File: config.mk
export PLATFORM = sky130hd
export DESIGN_NAME = oh_fork4_flat
export DESIGN_NICKNAME = d
export VERILOG_FILES = /design/src/rtl/oh_fork4_if.sv /design/src/rtl/oh_fork4.sv /design/src/flat_wrapper.sv
export SDC_FILE = /design/constraint.sdc
export NUM_CORES = 1
export LEC_CHECK = 0
export BUFFER_PORTS_ARGS = -buffer_cell sky130_fd_sc_hd__clkbuf_2
export CELL_PAD_IN_SITES_DETAIL_PLACEMENT = 1
export CELL_PAD_IN_SITES_GLOBAL_PLACEMENT = 1
export CORE_AREA = 10 10 47 49
export CTS_BUF_LIST = sky130_fd_sc_hd__clkbuf_8
export CTS_CLUSTER_DIAMETER = 80
export DETAILED_ROUTE_END_ITERATION = 7
export DIE_AREA = 0 0 57 59
export GPL_ROUTABILITY_DRIVEN = 0
export PLACE_DENSITY = 0.59
export SETUP_SLACK_MARGIN = 0.4
export SYNTH_ARGS = -nofsm -noshare
export SYNTH_HDL_FRONTEND = slang
export SYNTH_SLANG_ARGS = --single-unit
File: constraint.sdc
create_clock -name clk -period 1.58 [get_ports clk]
set_input_delay 0.079 -clock clk [delete_from_list [all_inputs] [get_ports clk]]
set_output_delay 0.079 -clock clk [all_outputs]
set_load 0.01 [all_outputs]
File: src/rtl/oh_fork4_if.sv
// Handshake bundle for the 4-way fork: one producer stream in, four consumer branches out.
// valid/ready rule for every channel: a word moves on a rising edge where valid and ready are both high;
// a sender holds valid and data steady until that edge, and ready never waits on valid.
interface oh_fork4_if #(
  parameter int DW = 1
);
  logic          in_valid;
  logic [DW-1:0] in_data;
  logic [3:0]    in_mask;
  logic          in_ready;
  logic [3:0]    out_valid;
  logic [DW-1:0] out_data;
  logic [3:0]    out_ready;

  // master: the surrounding fabric (producer plus the four consumers)
  modport master (
    output in_valid, in_data, in_mask, out_ready,
    input  in_ready, out_valid, out_data
  );

  // slave: the fork itself
  modport slave (
    input  in_valid, in_data, in_mask, out_ready,
    output in_ready, out_valid, out_data
  );
endinterface

File: src/rtl/oh_fork4.sv
// Registered 4-way ready/valid fork: holds one word and broadcasts it until every
// selected branch has taken it. Each branch retires independently.
module oh_fork4 #(
  parameter int DW = 1
) (
  input  logic       clk,
  input  logic       reset,
  oh_fork4_if.slave  io
);
  logic [3:0]    pending;
  logic [3:0]    done_next;
  logic [DW-1:0] data_q;
  logic          accept;

  // Ready as soon as nothing will still be owed after this edge, which lets a new word
  // load on the same edge the last branch completes.
  assign io.in_ready  = ~reset & (done_next == 4'b0000);
  assign accept       = io.in_valid & io.in_ready;
  assign io.out_valid = pending;
  assign io.out_data  = data_q;

  for (genvar i = 0; i < 4; i++) begin : g_branch
    assign done_next[i] = pending[i] & ~io.out_ready[i];

    always_ff @(posedge clk) begin
      if (reset)       pending[i] <= 1'b0;
      else if (accept) pending[i] <= io.in_mask[i];
      else             pending[i] <= done_next[i];
    end
  end

  always_ff @(posedge clk) begin
    if (reset)       data_q <= '0;
    else if (accept) data_q <= io.in_data;
  end
endmodule
File: src/flat_wrapper.sv
// flat-port wrapper written by rule: the top's interface ports become plain ports
module oh_fork4_flat 
#(
  parameter int DW = 1
)
  (clk, reset, io_in_valid, io_in_data, io_in_mask, io_out_ready, io_in_ready, io_out_valid, io_out_data);
  oh_fork4_if #(.DW(DW)) io_i ();
  input  logic clk;
  input  logic reset;
  input wire logic [$bits(io_i.in_valid)-1:0] io_in_valid;
  input wire logic [$bits(io_i.in_data)-1:0] io_in_data;
  input wire logic [$bits(io_i.in_mask)-1:0] io_in_mask;
  input wire logic [$bits(io_i.out_ready)-1:0] io_out_ready;
  output wire logic [$bits(io_i.in_ready)-1:0] io_in_ready;
  output wire logic [$bits(io_i.out_valid)-1:0] io_out_valid;
  output wire logic [$bits(io_i.out_data)-1:0] io_out_data;
  assign io_i.in_valid = io_in_valid;
  assign io_i.in_data = io_in_data;
  assign io_i.in_mask = io_in_mask;
  assign io_i.out_ready = io_out_ready;
  assign io_in_ready = io_i.in_ready;
  assign io_out_valid = io_i.out_valid;
  assign io_out_data = io_i.out_data;
  oh_fork4 #(.DW(DW)) u_core (.clk(clk), .reset(reset), .io(io_i));
endmodule
# == Word level (Yosys, flattened, before mapping) ==
# Index checks and enable logic that the tools add are counted.
# totals
ff_bits,5
elab_cells,21
# op_classes
mux,4
n_bitwise,11
n_reduce_logical,1
# op_table
op,n
AND 1 bit,6
inverter 1 bit,5
zero test 4 bit,1
2-to-1 mux 1 bit,4

# == Depth between registers and ports, before layout ==
# Gate-level depths: netlist of the first run.
# logic_depth
depth_word,6
ltp_mapped,4
ltp_nobuf,4

# == Worst setup path before layout of the first run ==
# OpenSTA, ideal clock, no wires.
# synth_timing
path_kind,reg-to-reg
start,"register u_core.pending[0], in the netlist u_core.io.out_valid[0]"
end,"register u_core.pending[0], in the netlist u_core.io.out_valid[0]"
setup_ps,117
arrival_time_ps,922
t_required_ps,1463
slack_ps,541
stages_incl_launch_ff,5
period_less_slack_ps,1039
path_cell_list,dfxtp_1 nor2b_1 nor3_4 a41oi_1 nor2_1
# synth_between
elab_chain_cells,5
# synth_lines
item,line_no,rtl
from (decl),oh_fork4.sv:10,logic [3:0] pending;
"from (signal, indexed assignment)",oh_fork4.sv:27,else if (accept) pending[i] <= io.in_mask[i];
"from (signal, indexed assignment)",oh_fork4.sv:28,else pending[i] <= done_next[i];
AND 1 bit *,oh_fork4.sv:23,assign done_next[i] = pending[i] & ~io.out_ready[i];
zero test 4 bit,oh_fork4.sv:17,assign io.in_ready = ~reset & (done_next == 4'b0000);
AND 1 bit,oh_fork4.sv:17,
AND 1 bit,oh_fork4.sv:18,assign accept = io.in_valid & io.in_ready;
2-to-1 mux 1 bit *,oh_fork4.sv:27,
# Mark *: on every way between the ends. The rest lies on a longest branch, timed or not.
# A chain may end at the register's enable or synchronous reset.

# == Final worst setup path of the first run ==
# layout_timing
start,"register u_core.pending[0], in the netlist u_core.io.out_valid[0]"
end,output port io_in_ready
# layout_between
elab_chain_cells,3
# layout_lines
item,line_no,rtl
AND 1 bit,oh_fork4.sv:23,
zero test 4 bit,oh_fork4.sv:17,
AND 1 bit,oh_fork4.sv:17,
to (decl),flat_wrapper.sv:14,output wire logic [$bits(io_i.in_ready)-1:0] io_in_ready;
# No other way between the ends.

==> results of run 1 <==
[worst max path at each step]
| stage | cells after the start | from | slack, ns | to |
|---|---|---|---|---|
| final | 4 | u_core.io.out_valid[0]$_SDFF_PP0_ | 0.34 | io_in_ready |
| after detailed placement | 4 | u_core.io.out_valid[2]$_SDFF_PP0_ | 0.46 | io_in_ready |
| after global routing | 4 | u_core.io.out_valid[0]$_SDFF_PP0_ | 0.30 | io_in_ready |
| after CTS | 4 | u_core.io.out_valid[1]$_SDFF_PP0_ | 0.34 | io_in_ready |
| after floorplan | 4 | u_core.io.out_valid[0]$_SDFF_PP0_ | 0.54 | u_core.io.out_valid[0]$_SDFF_PP0_ |
| after global placement | 4 | u_core.io.out_valid[2]$_SDFF_PP0_ | 0.47 | io_in_ready |
[what timing repair did]
action,in CTS,in global routing
endpoints found under the setup margin,1,4
pin swaps,1,2
gates cloned,0,0
buffers inserted,1,2
gates resized for setup,1,7
[flip-flops by register name, indices dropped and copies added, names as in the netlist]
| register | count |
|---|---|
| u_core.io.out_data | 1 |
| u_core.io.out_valid | 4 |
[worst max-delay path: cells and delay by family (launching register included)]
kind          cells  cell delay (ns)
buf+inv           1             0.09
simple gates      3             0.53
flops             1             0.31
[cells by family after synthesis]
family                 synth area share (%)
AND/OR/NAND/NOR                        40.2
flip-flops                             41.2
AO/OA/AOI/OAI                          12.9
multiplexers                           4.12
buffers and inverters                  1.54
[routing by layer]
layer	GRT usage [%]	up-vias
met1	6.08	121
met5	0	-
met3	4.29	3
met2	7.75	18
met4	5.03	0
li1	-	134
[metrics by stage]
step                      hold WS, ns  instance area, sq um
after global placement          0.315                   348
after CTS                      0.0863                   403
after detailed placement        0.326                   348
after global routing            0.109                   445
final                          0.0851                   445
after floorplan                 0.148                   243
[cells in the final DEF (no fill, tap or decap)]
cell / count
a41oi_1: 2
nor2b_4: 3
nand2_1: 2
clkbuf_2: 16
nand3_2: 1
nand2b_1: 1
and3_4: 1
nor3_4: 1
a41oi_2: 1
a21oi_1: 1
buf_6: 2
buf_4: 2
dfxtp_2: 1
inv_1: 2
clkbuf_8: 3
nor2_1: 3
nand3_1: 1
mux2i_1: 1
dfxtp_1: 4
[area by class of cell]
cell class	count	area share, %
clock buffer	3	9.27
inverter	1	0.843
multi-input combinational	18	35.4
tap	16	4.49
timing repair buffer	20	26.4
sequential	5	22.8
clock inverter	1	0.843
[power by group through the flow]
stage          clock [W]  combinational [W]  sequential (W)
2_1_floorplan          0          0.0000319        0.000145
3_3_place_gp           0          0.0000689        0.000141
3_5_place_dp           0          0.0000689        0.000141
4_1_cts         0.000239          0.0000745        0.000139
5_1_grt         0.000253          0.0000983        0.000141
6_report        0.000232          0.0000889        0.000140
==> summary.txt, run 1 <==
outcome - finished clean
Starting Density - 17.3%
Sequential Power Share - 30.4%
via/cell ratio - 4.31
sw frac - 23.6%
r2r endpoint - u_core.io.out_data$_SDFFE_PP0P_
Ys Warns - 0
largest incremental delay on the critical path - 0.31 ns
asr flop ratio synth - 0%
Layout Cells excl Fill - 64
type of origin of the critical path - register
via count - 276
Final Max Slew Viols - 0
port bufs - 17
Fin Setup TNS - 0 ns
CTS tree - built
setup violators final - 0
CP Cell Sequence - nor2b_4, nor3_4, and3_4, buf_6
leakage - 0.215 nW
DR WL/cell - 13.6 microns
first-pass GRT wire length - 1.48 mm
fill cell count - 180
net count of the mapped netlist - 36
sequential element share of the synthesized area - 41.2%
f_max - 807 MHz
Metal-1 WL - 406 microns
clock sink count - 5
share of the synthesized area in the top cell type - 41.2%
CTS HTree Levels - 1
metal2 WL - 339 microns
Relative slew margins - 81.8%
Final WS setup - 0.341 ns
max-cap check violation count - 0
DRT Wirelength - 870 microns
WHS Path Cells - 3
Worst Hold End - u_core.io.out_data$_SDFFE_PP0P_
Final #Nets - 61
drt drc - 0
Critical-path top delay cell - dfxtp_2
Sequential cell area - 101 sq um
Power Density - 1030 nW/um^2
final core utilization - 31.8%
Logic pwr share - 19.3%
Post-Place Cells - 57
Worst Hold Class - in2reg
top sig layer - met4
Reg-to-Reg Start - u_core.io.out_valid[0]$_SDFF_PP0_
Clock transition at path regs - 0.03 ns
Synth area leaders - dfxtp_1 41%, nor2b_4 11%, a41oi_1 11%, nor3_4 6.7%, nor2_1 4.6%
dpl ws - 0.461 ns
clk buf depth - 2
met3 wire length - 102 microns
Die Area - 3360 sq um
diode count - 0
count leader, synth - dfxtp_1
fin crit share - 78.4%
Die Y - 59 microns
total power - 0.000460 W
reg2reg setup slack - 0.38 ns
post-synth cell types - 14
final hold viol count - 0
Die Width - 57 microns
initial antenna violation count - 0
vias in the first global route - 340
Tot GR Track Use - 5.88%
Post-synth EDFFs - 0
row count - 14
Synth top cells by count - 5 x dfxtp_1, 3 x a41oi_1, 3 x nor2_1, 2 x nand2_1, 2 x nor2b_4
worst clock skew - 0.000241 ns
Internal Power - 0.000352 W
Hold Crit Start - io_in_data
cts hold-fix bufs - 0
Ports - 18
CTS buffer count - 3
Min Clock Period, post-route - 1.24 ns
P_sw - 0.000109 W
Gate Count Post-Synth - 24
core region area - 1400 sq um
RSZ-0062 raised after global routing - yes
Top FF cell, synth - dfxtp_1
Crit path required time - 1.50 ns
count of state elements after synthesis - 5
worst r2r path cells - 6
Syn Area/Cell - 10.1 sq um
CP endpoint kind - primary output
cell taking the most area after synthesis - dfxtp_1
synth-to-layout area growth - 83.5%
Worst EP arrival - 1.16 ns
Clock Tree Root - clkbuf_8
critical setup path kind - reg2out
Skew-Pair Late Insertion Delay - 0.22 ns
maximum vdd ir drop - 0.000339 V
gr ovfl total - 0
largest net degree at the start of global routing - 7
Netlist Area Pre-Place - 243 sq um
worst-path maximum fanout - 2
area occupied by multi-input gates - 158 sq um
clock power share - 50.3%
ANT nets after route - 0
DRT iter0 DRCs - 0
HPWL Detailed - 664 microns
ratio of cells with drive above 1 in the final layout - 64.6%
Slew @ Worst Pin - 0.273 ns
drt first pass iters - 1
Power figures use the tool's default switching activity.
==> run 2, diff against run 1 <==
==> constraint.sdc (replaced) <==
create_clock -name clk -period 1.2 [get_ports clk]
set_input_delay 0.06 -clock clk [delete_from_list [all_inputs] [get_ports clk]]
set_output_delay 0.06 -clock clk [all_outputs]
set_load 0.01 [all_outputs]
==> summary.txt, run 2 (synthesis results as in run 1) <==
HPWL Detailed - 682 microns (was 664 microns)
largest incremental delay on the critical path - 0.31 ns (about the same)
reg2reg setup slack - 0.02 ns (was 0.38 ns)
Fin Setup TNS - -0.00712 ns (was 0 ns)
WHS Path Cells - 2 (was 3)
drt drc - 0 (unchanged)
Sequential Power Share - 29.8% (was 30.4%)
diode count - 0 (unchanged)
Critical-path top delay cell - dfxtp_2 (unchanged)
setup violators final - 1 (was 0)
largest net degree at the start of global routing - 7 (unchanged)
Worst EP arrival - 1.15 ns (was 1.16 ns)
core region area - 1400 sq um (unchanged)
CP Cell Sequence - nor2b_4, nor3_4, and3_4, buf_6 (unchanged)
max-cap check violation count - 0 (unchanged)
critical setup path kind - reg2out (unchanged)
vias in the first global route - 323 (was 340)
Slew @ Worst Pin - 0.305 ns (was 0.273 ns)
worst clock skew - 0.00225 ns (was 0.000241 ns)
sw frac - 24.5% (was 23.6%)
Final #Nets - 62 (was 61)
Crit path required time - 1.14 ns (was 1.50 ns)
f_max - 828 MHz
outcome - finished, violations left (was finished clean)
max reg flops - 4 (unchanged)
Min Clock Period, post-route - 1.21 ns
row count - 14 (unchanged)
CTS buffer count - 3 (unchanged)
Die Width - 57 microns (unchanged)
initial antenna violation count - 0 (unchanged)
clock sink count - 5 (unchanged)
r2r endpoint - u_core.io.out_valid[0]$_SDFF_PP0_ (was u_core.io.out_data$_SDFFE_PP0P_)
Worst Hold Class - in2reg (unchanged)
CTS tree - built (unchanged)
Starting Density - 17.3% (unchanged)
DRT Wirelength - 922 microns (was 870 microns)
Reg-to-Reg Start - u_core.io.out_valid[2]$_SDFF_PP0_ (was u_core.io.out_valid[0]$_SDFF_PP0_)
Clock Tree Root - clkbuf_8 (unchanged)
Die Y - 59 microns (unchanged)
Skew-Pair Late Insertion Delay - 0.22 ns (about the same)
Relative slew margins - 79.7% (was 81.8%)
RSZ-0062 raised after global routing - yes (unchanged)
DRT iter0 DRCs - 2 (was 0)
Ports - 18 (unchanged)
Power Density - 1340 nW/um^2 (was 1030 nW/um^2)
first-pass GRT wire length - 1.44 mm (was 1.48 mm)
Logic pwr share - 19.8% (was 19.3%)
worst-path maximum fanout - 2 (unchanged)
Clock transition at path regs - 0.04 ns (was 0.03 ns)
fin crit share - 101%
port bufs - 17 (unchanged)
CTS HTree Levels - 1 (unchanged)
cts hold-fix bufs - 0 (unchanged)
clock power share - 50.4% (was 50.3%)
final hold viol count - 0 (unchanged)
via count - 271 (was 276)
failing checks - setup timing
worst r2r path cells - 6 (unchanged)
Final Max Slew Viols - 0 (unchanged)
maximum vdd ir drop - 0.000533 V (was 0.000339 V)
gr ovfl total - 0 (unchanged)
via/cell ratio - 4.17 (was 4.31)
DR WL/cell - 14.2 microns (was 13.6 microns)
type of origin of the critical path - register (unchanged)
Worst Hold End - u_core.io.out_valid[1]$_SDFF_PP0_ (was u_core.io.out_data$_SDFFE_PP0P_)
leakage - 0.220 nW (was 0.215 nW)
drt first pass iters - 2 (was 1)
CP endpoint kind - primary output (unchanged)
final core utilization - 32.9% (was 31.8%)
ANT nets after route - 0 (unchanged)
P_sw - 0.000152 W (was 0.000109 W)
Hold Crit Start - reset (was io_in_data)
Die Area - 3360 sq um (unchanged)
synth-to-layout area growth - 90.2% (was 83.5%)
Final WS setup - -0.00712 ns (was 0.341 ns)
Tot GR Track Use - 5.71% (was 5.88%)
ratio of cells with drive above 1 in the final layout - 69.4% (was 64.6%)
clk buf depth - 2 (unchanged)
most common cell after layout, fill and taps aside - clkbuf_2 (unchanged)
Internal Power - 0.000467 W (was 0.000352 W)
-- run 2: cell count changes in the layout (fill, tap and decap cells not counted) --
cell	previous run	this run
a41oi_1	2	1
a41oi_2	1	2
buf_4	2	3
dfxtp_1	4	3
dfxtp_2	1	2
-- run 2: how the worst max path moves through the flow --
stage,from,endpoint,slack (ns),cells past startpoint
floorplan,u_core.io.out_valid[1]$_SDFF_PP0_,u_core.io.out_data$_SDFFE_PP0P_,0.18,4
finish,u_core.io.out_valid[1]$_SDFF_PP0_,io_in_ready,-0.007,4
global route,u_core.io.out_valid[1]$_SDFF_PP0_,io_in_ready,-0.05,4
CTS,u_core.io.out_valid[0]$_SDFF_PP0_,io_in_ready,-0.03,4
global placement,u_core.io.out_valid[1]$_SDFF_PP0_,io_in_ready,0.11,4
detailed placement,u_core.io.out_valid[1]$_SDFF_PP0_,io_in_ready,0.09,4
-- run 2: power by group through the flow --
stage	clock network (W)	registers, W	logic, W
after floorplan	0	0.000191	0.0000436
after global placement	0	0.000186	0.0000935
after detailed placement	0	0.000186	0.0000944
after CTS	0.000320	0.000184	0.000107
after global routing	0.000338	0.000185	0.000134
final	0.000312	0.000184	0.000123
-- run 2: area by class of cell --
cell class | count | area, sq um
Timing Repair Buffer | 21 | 125
Clock buffer | 3 | 41.3
Multi-Input combinational cell | 18 | 165
Tap cell | 16 | 20.0
Inverter | 1 | 3.75
Clock inverter | 1 | 3.75
Sequential cell | 5 | 103
Fill cell | 184 | 940
-- run 2: what timing repair did --
action / 4_1_cts / 5_1_grt
gates resized for setup: 1 / 6
gates cloned: 0 / 0
setup endpoints to repair: 6 / 6
pin swaps: 1 / 4
buffers inserted: 2 / 2
endpoints found under the hold margin: 0 / 0
-- run 2: per-layer routing --
layer / wire length, microns / up-vias / track usage (%)
li1: - / 136 / -
met1: 424 / 119 / 6.08
met2: 367 / 16 / 6.82
met3: 130 / 0 / 4.72
met4: 0 / 0 / 5.03
met5: 0 / - / 0
-- run 2: per-stage QoR --
step / setup WS (ns) / power, W / hold WS [ns] / std cells / area [sq um]
5_1_grt: -0.0538 / 0.000657 / 0.0747 / 65 / 462
3_3_place_gp: 0.105 / 0.000279 / 0.301 / 57 / 357
6_report: -0.00712 / 0.000618 / 0.0595 / 65 / 462
3_5_place_dp: 0.0949 / 0.000281 / 0.299 / 57 / 357
2_1_floorplan: 0.185 / 0.000235 / 0.125 / 24 / 251
4_1_cts: -0.0305 / 0.000611 / 0.0696 / 63 / 420
-- run 2: critical path, delay by kind of cell, from the launching register on --
kind	cells	cell delay, ns
buffers and inverters	1	0.10
and+or+nand+nor	3	0.52
DFF	1	0.31
